File: src/rtl/pumpkin_cpu_top_pkg.sv
// Shared constants for the pumpkin front end: bus widths, FSM encodings and
// the unconditional-branch opcode.
package pumpkin_cpu_top_pkg;

  localparam int CPU_WORD_LEN_IN_BITS           = 64;
  localparam int OFF_CORE_ACCESS_WIDTH_IN_BITS  = 128;
  localparam int BYTE_LEN_IN_BITS               = 8;
  localparam int OFF_CORE_ACCESS_WIDTH_IN_BYTES = OFF_CORE_ACCESS_WIDTH_IN_BITS / BYTE_LEN_IN_BITS;
  localparam int INSTR_LEN_IN_BITS              = 32;

  localparam logic [1:0] ST_IDLE = 2'd0;
  localparam logic [1:0] ST_REQ  = 2'd1;
  localparam logic [1:0] ST_WAIT = 2'd2;
  localparam logic [1:0] ST_EXEC = 2'd3;

  localparam logic [5:0] B_OPCODE = 6'b000101;

  typedef logic [INSTR_LEN_IN_BITS-1:0] instr_t;

endpackage

File: src/rtl/pumpkin_cpu_top_if.sv
// Off-core fetch handshake: line-aligned address strobe out, payload + ready level in.
interface pumpkin_cpu_top_if #(
  parameter int ADDR_W = pumpkin_cpu_top_pkg::CPU_WORD_LEN_IN_BITS,
  parameter int DATA_W = pumpkin_cpu_top_pkg::OFF_CORE_ACCESS_WIDTH_IN_BITS
);
  logic [DATA_W-1:0] off_core_access_payload_inout;
  logic              off_core_access_ready_inout;
  logic [ADDR_W-1:0] off_core_access_addr_inout;
  logic              off_core_access_addr_valid_inout;
  logic              off_core_access_is_write_out;

  modport master (
    input  off_core_access_payload_inout,
    input  off_core_access_ready_inout,
    output off_core_access_addr_inout,
    output off_core_access_addr_valid_inout,
    output off_core_access_is_write_out
  );

  modport slave (
    output off_core_access_payload_inout,
    output off_core_access_ready_inout,
    input  off_core_access_addr_inout,
    input  off_core_access_addr_valid_inout,
    input  off_core_access_is_write_out
  );
endinterface

File: src/rtl/pumpkin_cpu_top_branch_decode.sv
// Next-PC computation: B (imm26 word offset, sign-extended) or fall-through PC+4.
module pumpkin_branch_decode #(
  parameter int W = pumpkin_cpu_top_pkg::CPU_WORD_LEN_IN_BITS
) (
  input  logic [31:0]  instr,
  input  logic [W-1:0] pc,
  output logic [W-1:0] next_pc,
  output logic         is_branch
);
  import pumpkin_cpu_top_pkg::*;

  logic [W-1:0] offset;

  assign is_branch = (instr[31:26] == B_OPCODE);
  assign offset    = {{(W-28){instr[25]}}, instr[25:0], 2'b00};
  assign next_pc   = pc + (is_branch ? offset : W'(4));
endmodule

File: src/rtl/pumpkin_cpu_top.sv
// Pumpkin front end: fetches 16-byte lines, steps through their words and
// follows B branches, refetching only when the next PC leaves the held line.
module pumpkin_cpu_top #(
  parameter int CPU_WORD_LEN_IN_BITS          = pumpkin_cpu_top_pkg::CPU_WORD_LEN_IN_BITS,
  parameter int OFF_CORE_ACCESS_WIDTH_IN_BITS = pumpkin_cpu_top_pkg::OFF_CORE_ACCESS_WIDTH_IN_BITS,
  parameter logic [CPU_WORD_LEN_IN_BITS-1:0] RESET_VECTOR = '0
) (
  input  logic                            clk_in,
  input  logic                            reset_in,
  pumpkin_cpu_top_if.master               bus,
  output logic [CPU_WORD_LEN_IN_BITS-1:0] pc_out,
  output logic [31:0]                     instr_out,
  output logic                            instr_valid_out,
  output logic                            inout_ctrl_out
);
  import pumpkin_cpu_top_pkg::*;

  localparam int W          = CPU_WORD_LEN_IN_BITS;
  localparam int LINE_BYTES = OFF_CORE_ACCESS_WIDTH_IN_BITS / BYTE_LEN_IN_BITS;
  localparam int OFF_BITS   = $clog2(LINE_BYTES);
  localparam int SLOT_BITS  = OFF_BITS - 2;
  localparam logic [W-1:0] LINE_MASK = ~(W'(LINE_BYTES) - W'(1));

  logic [1:0]                               state;
  logic [W-1:0]                             pc;
  logic [W-1:0]                             tag;
  logic [OFF_CORE_ACCESS_WIDTH_IN_BITS-1:0] line_buf;

  logic [SLOT_BITS-1:0] slot;
  instr_t               cur_instr;
  logic [W-1:0]         next_pc;
  logic                 is_branch;
  logic                 leave_line;

  assign slot      = pc[OFF_BITS-1:2];
  assign cur_instr = line_buf[32*slot +: 32];

  pumpkin_branch_decode #(.W(W)) u_decode (
    .instr     (cur_instr),
    .pc        (pc),
    .next_pc   (next_pc),
    .is_branch (is_branch)
  );

  // Fall-through only leaves the line from the last slot; branches need the tag compare.
  assign leave_line = is_branch ? ((next_pc & LINE_MASK) != tag) : (slot == '1);

  always_ff @(posedge clk_in or posedge reset_in) begin
    if (reset_in) begin
      state    <= ST_IDLE;
      pc       <= RESET_VECTOR;
      tag      <= '0;
      line_buf <= '0;
    end else begin
      case (state)
        ST_IDLE: state <= ST_REQ;
        ST_REQ:  state <= ST_WAIT;
        // Capture only after the request edge, so a stale-high ready sees fresh payload.
        ST_WAIT: if (bus.off_core_access_ready_inout) begin
          line_buf <= bus.off_core_access_payload_inout;
          tag      <= pc & LINE_MASK;
          state    <= ST_EXEC;
        end
        ST_EXEC: begin
          pc <= next_pc;
          if (leave_line) state <= ST_REQ;
        end
        default: state <= ST_IDLE;
      endcase
    end
  end

  assign bus.off_core_access_addr_valid_inout = (state == ST_REQ);
  assign bus.off_core_access_addr_inout       = (state == ST_REQ) ? (pc & LINE_MASK) : '0;
  assign bus.off_core_access_is_write_out     = 1'b0;
  assign inout_ctrl_out                       = 1'b0;

  assign instr_valid_out = (state == ST_EXEC);
  assign instr_out       = (state == ST_EXEC) ? cur_instr : '0;
  assign pc_out          = (state == ST_EXEC) ? pc : '0;
endmodule

File: src/flat_wrapper.sv
// flat-port wrapper written by rule: the top's interface ports become plain ports
module pumpkin_cpu_top_flat import pumpkin_cpu_top_pkg::*;
#(
  parameter int CPU_WORD_LEN_IN_BITS          = pumpkin_cpu_top_pkg::CPU_WORD_LEN_IN_BITS,
  parameter int OFF_CORE_ACCESS_WIDTH_IN_BITS = pumpkin_cpu_top_pkg::OFF_CORE_ACCESS_WIDTH_IN_BITS,
  parameter logic [CPU_WORD_LEN_IN_BITS-1:0] RESET_VECTOR = '0
)
  (clk_in, reset_in, pc_out, instr_out, instr_valid_out, inout_ctrl_out, bus_off_core_access_payload_inout, bus_off_core_access_ready_inout, bus_off_core_access_addr_inout, bus_off_core_access_addr_valid_inout, bus_off_core_access_is_write_out);
  pumpkin_cpu_top_if bus_i ();
  input  logic clk_in;
  input  logic reset_in;
  output logic [CPU_WORD_LEN_IN_BITS-1:0] pc_out;
  output logic [31:0] instr_out;
  output logic instr_valid_out;
  output logic inout_ctrl_out;
  input wire logic [$bits(bus_i.off_core_access_payload_inout)-1:0] bus_off_core_access_payload_inout;
  input wire logic [$bits(bus_i.off_core_access_ready_inout)-1:0] bus_off_core_access_ready_inout;
  output wire logic [$bits(bus_i.off_core_access_addr_inout)-1:0] bus_off_core_access_addr_inout;
  output wire logic [$bits(bus_i.off_core_access_addr_valid_inout)-1:0] bus_off_core_access_addr_valid_inout;
  output wire logic [$bits(bus_i.off_core_access_is_write_out)-1:0] bus_off_core_access_is_write_out;
  assign bus_i.off_core_access_payload_inout = bus_off_core_access_payload_inout;
  assign bus_i.off_core_access_ready_inout = bus_off_core_access_ready_inout;
  assign bus_off_core_access_addr_inout = bus_i.off_core_access_addr_inout;
  assign bus_off_core_access_addr_valid_inout = bus_i.off_core_access_addr_valid_inout;
  assign bus_off_core_access_is_write_out = bus_i.off_core_access_is_write_out;
  pumpkin_cpu_top #(.CPU_WORD_LEN_IN_BITS(CPU_WORD_LEN_IN_BITS), .OFF_CORE_ACCESS_WIDTH_IN_BITS(OFF_CORE_ACCESS_WIDTH_IN_BITS), .RESET_VECTOR(RESET_VECTOR)) u_core (.clk_in(clk_in), .reset_in(reset_in), .bus(bus_i), .pc_out(pc_out), .instr_out(instr_out), .instr_valid_out(instr_valid_out), .inout_ctrl_out(inout_ctrl_out));
endmodule
File: config.mk
export PLATFORM = sky130hd
export DESIGN_NAME = pumpkin_cpu_top_flat
export DESIGN_NICKNAME = d
export VERILOG_FILES = /design/src/rtl/pumpkin_cpu_top_pkg.sv /design/src/rtl/pumpkin_cpu_top_if.sv /design/src/rtl/pumpkin_cpu_top_branch_decode.sv /design/src/rtl/pumpkin_cpu_top.sv /design/src/flat_wrapper.sv
export SDC_FILE = /design/constraint.sdc
export NUM_CORES = 1
export LEC_CHECK = 0
export BUFFER_PORTS_ARGS = -buffer_cell sky130_fd_sc_hd__clkbuf_2
export CAP_MARGIN = 15
export CELL_PAD_IN_SITES_DETAIL_PLACEMENT = 1
export CELL_PAD_IN_SITES_GLOBAL_PLACEMENT = 1
export CORE_ASPECT_RATIO = 0.6
export CORE_UTILIZATION = 48
export DETAILED_ROUTE_END_ITERATION = 10
export PLACE_DENSITY = 0.89
export SLEW_MARGIN = 20
export SYNTH_ARGS = -nofsm -noshare
export SYNTH_HDL_FRONTEND = slang
export SYNTH_SLANG_ARGS = --single-unit
File: constraint.sdc
create_clock -name clk_in -period 11.4 [get_ports clk_in]
set_input_delay 0.57 -clock clk_in [delete_from_list [all_inputs] [get_ports clk_in]]
set_output_delay 0.57 -clock clk_in [all_outputs]
set_load 0.02 [all_outputs]
# Word level (Yosys, flattened, before mapping)
# Cells that the tools add are included.
[totals]
ff_bits = 254
output_inout_bits = 164
in_bits = 131
[op_classes]
shift = 1
add_sub_neg = 1
eq_ne = 8
reduce_logical = 3
muxes = 8
[ops]
columns = ["op", "n"]
rows = [
  ["two-way mux 64 bit", 3],
  ["variable part select 128 x 8 -> 32 bit", 1],
  ["adder 64 bit", 1],
  ["inequality test 60 bit", 1],
  ["two-way mux 32 bit", 1],
  ["case mux 2 bit (4 select lines)", 1],
  ["== test 2 bit (second input constant)", 3],
  ["== test 6 x 3 -> 1 bit (second input constant)", 1],
  ["two-way mux 2 bit", 2],
  ["AND reduction 2 bit", 2],
  ["== test 2 x 1 -> 1 bit (second input constant)", 1],
  ["zero test 2 bit", 1],
  ["inequality test 2 x 1 -> 1 bit (second input constant)", 1],
  ["inequality test 2 bit (second input constant)", 1],
  ["two-way mux 1 bit", 1],
]

# Depth between registers and ports, before layout
# Gate-level depths: netlist (run 1).
[logic_depth]
word_depth = 8
mapped_depth = 23

# By module
# A second synthesis (run 1) with hierarchy kept.
[hier_totals]
cells_unflattened = 1504
area_unflattened_um2 = 16211.8
[modules_own_cells]
columns = ["mod", "area_each_um2", "instances", "cells_per_inst", "seq_area_each_um2"]
rows = [
  ["pumpkin_cpu_top", 12034.0, 1, 849, 6356.1],
  ["pumpkin_branch_decode", 4177.8, 1, 655, 0.0],
]

# Least setup slack after synthesis (run 1)
# OpenSTA, ideal clock, no wires.
[synth_timing]
path_type = "register to register"
from = "reg u_core.pc[2]"
to = "reg u_core.state[0]"
t_arrival_ns = 6.499
path_slack_ns = 4.783
setup_ns = 0.118
t_required_ns = 11.282
path_buffers = 6
stages_incl_launch_ff = 22
period_less_slack_ns = 6.617
cell_sequence = "dfrtp_1 -> buf_6 -> buf_1 -> buf_1 -> mux4_2 -> nor2b_1 -> ha_1 -> clkbuf_1 -> and4_1 -> nand2_1 -> a2111oi_0 -> o21ai_0 -> a21oi_1 -> clkbuf_1 -> or2_2 -> clkbuf_1 -> o2111ai_1 -> a2111oi_0 -> nand4_1 -> or4_4 -> or3_1 -> a21o_1"
[synth_between]
elab_chain_len = 8
word_cells_on_any_way = 9
[synth_rtl]
columns = ["element", "line_no", "rtl"]
rows = [
  ["start: declaration", "pumpkin_cpu_top.sv:25", "logic [W-1:0] pc;"],
  ["start signal: assignment", "pumpkin_cpu_top.sv:65", "pc <= next_pc;"],
  ["variable part select 128 x 8 -> 32 bit", "pumpkin_cpu_top.sv:36", "assign cur_instr = line_buf[32*slot +: 32];"],
  ["== test 6 x 3 -> 1 bit", "pumpkin_cpu_top_branch_decode.sv:14", "assign is_branch = (instr[31:26] == B_OPCODE);"],
  ["two-way mux 64 bit", "pumpkin_cpu_top_branch_decode.sv:16", "assign next_pc = pc + (is_branch ? offset : W'(4));"],
  ["adder 64 bit", "pumpkin_cpu_top_branch_decode.sv:16", ""],
  ["inequality test 60 bit", "pumpkin_cpu_top.sv:46", "assign leave_line = is_branch ? ((next_pc & LINE_MASK) != tag) : (slot == '1);"],
  ["two-way mux 1 bit *", "pumpkin_cpu_top.sv:46", ""],
  ["inequality test 2 x 1 -> 1 bit (no line) *", "n/a", ""],
  ["AND reduction 2 bit (no line) *", "n/a", ""],
  ["end signal: assignment", "pumpkin_cpu_top.sv:50", "state <= ST_IDLE;"],
  ["end signal: assignment", "pumpkin_cpu_top.sv:56", "ST_IDLE: state <= ST_REQ;"],
  ["end signal: assignment", "pumpkin_cpu_top.sv:57", "ST_REQ: state <= ST_WAIT;"],
  ["end: declaration", "pumpkin_cpu_top.sv:24", "logic [1:0] state;"],
]
# Every way passes the cells marked *; elsewhere a longest branch is shown, timed or not.
# A chain may end at the register's enable or synchronous reset.

# Worst setup path in the final report (run 1)
# Same ends and word-level chain as after synthesis.

==> results.txt, run 1 <==
Area Overhead vs Synth = 14.77%
Cells along the critical path = mux4_2, nor4b_1, nand3b_1, buf_4, nor2b_1, ha_1, and4_1, nand2_1, a2111oi_0, o21ai_0, a21oi_1, or2_2, o2111ai_1, a2111oi_0, nand4_1, or4_4, or3_1, a21o_1
Area leader, netlist = dfrtp_1
Final-stage net count = 2036
Synth area leaders = dfrtp_1 38%, mux2_2 14%, and2_1 6.3%
CORE AREA = 33960 sq um
Yosys warning total = 0
Post-synth top area share = 37.77%
Worst skew pair latency = 0.56 ns
GP Congestion = 0.9857
Die area = 35560 sq um
PD cells = 293.9 nW/um^2
Vias/cell = 6.289
CTS max path bufs = 3
Initial core utilization = 49.16%
Initial DRC Count = 1652
Post-synth cell types = 80
Post-DP HPWL = 48.51 mm
First-pass GRT wire length = 98.26 mm
Tcrit/Tclk final = 73.81%
Slowest stage cell, crit path = a2111oi_0
Antenna-violating nets left = 0
Number of synthesized flops with an enable pin = 0
Most common cell in the netlist = dfrtp_1
Post-route setup TNS = 0 ns
Die width = 242.8 um
Worst slew pin tran = 1.145 ns
Synth top cells by count = 252 x dfrtp_1, 208 x mux2_2, 167 x and2_1
CTS tree = yes
CP Launch Type = register
Slew HR = 21.71%
TritonCTS buffer count = 25
Hold_ws = 0.1694 ns
Post-CTS Hold Fix Bufs = 0
CTS Sinks = 252
Worst vdd ir = 0.1608 mV
Post-CTS sizing = 0
Clock slew at reported path FFs = 0.07 ns
I/O pin count = 295
Synth Instances = 1675
Crit path max fanout = 27
Critical Path Max Stage Delay = 0.99 ns
Largest net degree at the start of global routing = 120
Top_reg_cell synth = dfrtp_1
Worst path most repeated cell = a2111oi_0
Rows = 52
Total track usage = 36.45%
Via count = 14805
Status = complete, no violations
Max-slew violations = 0
Routed len/inst = 27.62 um
Crit-path leading delay family = compound AO/OA/AOI/OAI gates
RSZ-0062 raised after global routing = false
Crit Path Class = register to register
Initial antenna violation count = 3
Root buf cell = clkbuf_16
Max_cap viols = 0
Min Tclk post-route = 8.414 ns
Crit path buffers/inverters = 1
Total placed cells including tap cells = 2307
Critical Path RT = 11.85 ns
Final Total Pwr = 5.632 mW
Die height = 146.5 um
Layout cell share with drive strength beyond 1 = 32.03%
TritonRoute pass-1 iters = 5
Clk_skew = 0.01198 ns
Yosys reg bits = 252
# H-tree levels = 1
Critical path capture point type = register
Avg Cell Area, Syn = 9.967 sq um
Routed WL = 65.03 mm
Vias in the first global route = 15192
Sequential share of the synthesized area = 37.77%
Hold Vio Cnt, Final = 0
Final setup fails = 0
Residual DRC = 0
Crit path arrival time = 8.86 ns
Overflow after GRT = 0
Post-Layout Cell Count = 2354
F_max = 118.9 MHz
Worst Hold Class = primary input to async pin
Port Buffers = 286
# Post-CTS Setup Buffers = 0
Cell Area, Synth = 16690 sq um
Ys async rst share = 100.0%
Leak = 8.742 nW
## logic make-up (layout without fill, tap and decap cells)
family	count (synthesis)	in the layout	synth area share (%)
simple gates	610	610	19.93
flops	252	252	37.77
mux	250	250	18.95
compound gates	243	243	9.848
buf+inv	155	365	3.822
xor+xnor	134	134	7.367
fa+ha+maj	30	30	2.293
other cells	1	11	0.02246
## routing by layer
layer	vias to the layer above	global-route usage [%]	wire, um
li1	6366	-	-
met1	7570	53.63	29200
met2	772	52.66	27570
met3	95	11.31	6961
met4	2	6.950	1284
met5	-	0	9
## layout make-up
type,instances,area (sq um)
Clock buffer,35,703.2
Fill cell,3828,14800
Inverter,20,82.58
Antenna cell,3,7.507
Clock inverter,9,128.9
Sequential cell,252,6309
Multi-Input combinational cell,1275,9812
Tap cell,459,574.3
Timing Repair Buffer,301,1544
## cell usage in the layout (no fill, tap or decap), drive strengths merged, types with 29 or more instances in the layout
master and count:
clkbuf 321, dfrtp 252, mux2 208, and2 167
nand2 105, xnor2 100, nor2 87, a21oi 63
o21ai 44, nor3 37, mux4 32, nor2b 30
nand3 30, xor2 30, ha 29
## registers in the layout (all words and copies together) (netlist names)
signal and cells:
u_core.state 2, u_core.line_buf 128, u_core.tag 60, u_core.pc 62
## path summary, 6_finish.rpt
path	from	end	slack [ns]	depth (start not counted)
worst max-delay path	u_core.pc[2]	u_core.state[0]	2.99	18
worst min-delay path	reset_in	u_core.line_buf[83]	0.17	2
worst max register to register	u_core.pc[2]	u_core.state[0]	2.99	18
worst min register to register	u_core.tag[52]	u_core.tag[52]	0.51	2
max in group asynchronous	reset_in	u_core.tag[28]	8.86	4
min in group clk_in	bus_off_core_access_payload_inout[98]	u_core.line_buf[98]	0.24	2
## where the power goes
part | leakage, nW | switching (mW) | internal [mW]
clock network | 0.403 | 0.378 | 0.498
registers | 3.17 | 0.476 | 1.29
logic | 5.17 | 1.75 | 1.24
total | 8.74 | 2.61 | 3.03
## metrics by stage
stage / cell area (sq um) / setup slack, ns / util [%]
after floorplan: 16720 / 3.902 / -
after global placement: 18310 / 3.997 / 53.92
after detailed placement: 18310 / 3.486 / 53.92
after CTS: 19140 / 3.370 / 56.37
after global routing: 19150 / 2.895 / 56.40
final: 19160 / 2.986 / 56.42
Note: power is estimated with default switching activity, not from simulation.
==> inputs of run 2 (changes only) <==
Settings changed: CORE_UTILIZATION 48 to 44, PLACE_DENSITY 0.89 to 0.83.
Clock period 11.4 ns to 8.7 ns, I/O delays scaled along.
==> run 2 against run 1 <==
Against the previous run:
- register-to-register slack worse by 2.5 ns
- fmax rose by 2.2%
- critical path depth rose by 1
- clock skew grew 0.0027 ns
- worst hold slack worse by 0.16 ns
- sequential power grew 30%
- die area up 9.0%
- utilization down 4.2 points
- first-iteration DRC count down 4.8%
==> results.txt, run 2 (synthesized netlist as in run 1, its figures left out) <==
Status = complete, no violations
Vias/cell = 6.043 (-3.9%)
Vias in the first global route = 14802 (-2.6%)
Worst slew pin tran = 1.149 ns (+0.004013 ns)
Hold Vio Cnt, Final = 0 (unchanged)
Final setup fails = 0 (unchanged)
F_max = 121.5 MHz (+2.2%)
Tcrit/Tclk final = 94.62% (+21 points)
Reg2reg start = u_core.pc[2]
Worst R2R Path Depth = 19 (+1)
TritonCTS buffer count = 26 (+4.0%)
Worst Hold Class = primary input to async pin
Initial DRC Count = 1573 (-4.8%)
Min Tclk post-route = 8.232 ns (-0.1815 ns)
Area Overhead vs Synth = 15.12%
Crit path arrival time = 8.67 ns (-0.19 ns)
Post-CTS sizing = 0 (unchanged)
Final-stage net count = 2037 (+0.049%)
Most frequent cells in the layout = 286 x clkbuf_2, 250 x dfrtp_1, 208 x mux2_2
TritonRoute pass-1 iters = 5 (unchanged)
R2R Setup Slk = 0.47 ns (-2.52 ns)
Crit path max fanout = 27 (unchanged)
Via count = 14490 (-2.1%)
Final Total Pwr = 7.253 mW (+29%)
Max reg flops = 128 (unchanged)
Total placed cells including tap cells = 2352 (+2.0%)
GP Congestion = 0.9971 (+1.2%)
CP Launch Type = register
First-pass GRT wire length = 93.99 mm (-4.3%)
Final WS setup = 0.4677 ns (-2.519 ns)
Post-Layout Cell Count = 2398 (+1.9%)
Crit path buffers/inverters = 2 (+1)
Dpl ws = 0.7085 ns (-2.778 ns)
# H-tree levels = 1 (unchanged)
Slowest stage cell, crit path = nor4b_1
Overflow after GRT = 0 (unchanged)
Max_cap viols = 0 (unchanged)
CTS tree = yes
Clock slew at reported path FFs = 0.07 ns (about the same)
# Post-CTS Setup Buffers = 0 (unchanged)
Worst skew pair latency = 0.56 ns (about the same)
Leak = 8.743 nW (about the same)
RSZ-0062 raised after global routing = false
Critical path capture point type = register
NetSw = 3.327 mW (+28%)
Routed len/inst = 25.43 um (-7.9%)
Port Buffers = 286 (unchanged)
Worst vdd ir = 0.1944 mV (+21%)
Most common cell after layout, fill and taps aside = clkbuf_2
Hold_ws = 0.006985 ns (-0.1624 ns)
Slew HR = 22.71% (+1.0 points)
Clock power frac = 15.4% (-0.2 points)
CTS Sinks = 252 (unchanged)
Sequential power share = 31.6% (+0.3 points)
Clk_skew = 0.01471 ns (+0.002724 ns)
CTS max path bufs = 3 (unchanged)
Total track usage = 31.70% (-4.7 points)
Initial antenna violation count = 4 (+1)
Root buf cell = clkbuf_16
Critical R2R Capture = u_core.state[0]
Die area = 38750 sq um (+9.0%)
I/O pin count = 295 (unchanged)
Routed WL = 60.99 mm (-6.2%)
Die height = 152.9 um (+4.4%)
Largest Register = u_core.line_buf
Rows = 54 (+3.8%)
Net Sw Frac = 45.88% (-0.40 points)
Residual DRC = 0 (unchanged)
Post-route setup TNS = 0 ns (unchanged)
Int Power = 3.926 mW (+30%)
Die width = 253.5 um (+4.4%)
Cells along the critical path = mux4_2, nor4b_1, nand3b_1, buf_4, nor2b_1, ha_1, and2_1, a221oi_1, a2111oi_1, o21ai_0, a21oi_1, buf_4, or2_2, o31ai_1, nor4b_1, o32ai_1, or4_1, or3_1, a21o_1
PD cells = 377.4 nW/um^2 (+28%)
Max-slew violations = 0 (unchanged)
Critical Path Max Stage Delay = 0.89 ns (-0.10 ns)
Initial core utilization = 45.34% (-3.8 points)
Crit Path Class = register to register
Post-DP HPWL = 45.10 mm (-7.0%)
Antenna-violating nets left = 0 (unchanged)
Crit-path leading delay family = simple AND/OR/NAND/NOR gates
Largest net degree at the start of global routing = 131 (+9.2%)
CORE AREA = 36820 sq um (+8.4%)
Critical Path RT = 9.14 ns (-2.71 ns)
Layout cell share with drive strength beyond 1 = 32.22% (+0.19 points)
Post-CTS Hold Fix Bufs = 0 (unchanged)
Combinational share of power = 53.1% (about the same)
Top Registers = u_core.line_buf (128), u_core.pc (62), u_core.tag (60)
[run 2: changes by cell type in the layout (fill, tap and decap cells not counted), moves of 2 or more]
cell        delta
diode_2        -2
bufinv_16      -3
clkinvlp_4     +2
clkbuf_1       -2
clkbuf_8       +2
clkbuf_16      +2
[run 2: cell type report]
cell class | instances | area, sq um
Clock inverter | 8 | 50.05
Antenna cell | 1 | 2.502
Tap cell | 504 | 630.6
Sequential cell | 252 | 6309
Multi-Input combinational cell | 1275 | 9816
Inverter | 20 | 82.58
Timing Repair Buffer | 301 | 1556
Clock buffer | 37 | 773.2
Fill cell | 4128 | 17600
[run 2: worst max-delay path by stage]
stage | cells past startpoint | to | slack (ns) | startpoint
5_1_grt | 19 | u_core.state[1] | 0.30 | u_core.pc[2]
3_3_place_gp | 19 | u_core.state[0] | 0.94 | u_core.pc[2]
4_1_cts | 19 | u_core.state[0] | 0.67 | u_core.pc[2]
3_5_place_dp | 19 | u_core.state[0] | 0.71 | u_core.pc[2]
6_report | 19 | u_core.state[0] | 0.47 | u_core.pc[2]
2_1_floorplan | 1 | u_core.line_buf[0] | 1.34 | reset_in
[run 2: power by group through the flow]
stage	sequential [mW]	clock [mW]	combinational [mW]
floorplan	1.91	0	2.75
global placement	2.21	0	3.65
detailed placement	2.27	0	3.74
CTS	2.27	1.14	3.78
global route	2.35	1.17	4.08
finish	2.29	1.12	3.85
[run 2: layer usage]
| layer | part of all wire [%] | GRT usage (%) | up-vias | wire [um] |
|---|---|---|---|---|
| met2 | 42 | 45.41 | 682 | 25780 |
| met3 | 9.6 | 7.595 | 59 | 5832 |
| met4 | 1.4 | 4.877 | 2 | 847 |
| li1 | - | - | 6340 | - |
| met5 | 0.021 | 0 | - | 13 |
| met1 | 47 | 48.76 | 7407 | 28510 |
[run 2: per-stage QoR]
| step | utilization (%) | area [sq um] |
|---|---|---|
| floorplan | - | 16720 |
| global placement | 49.92 | 18380 |
| detailed placement | 49.92 | 18380 |
| CTS | 52.16 | 19210 |
| global route | 52.19 | 19220 |
| finish | 52.20 | 19220 |
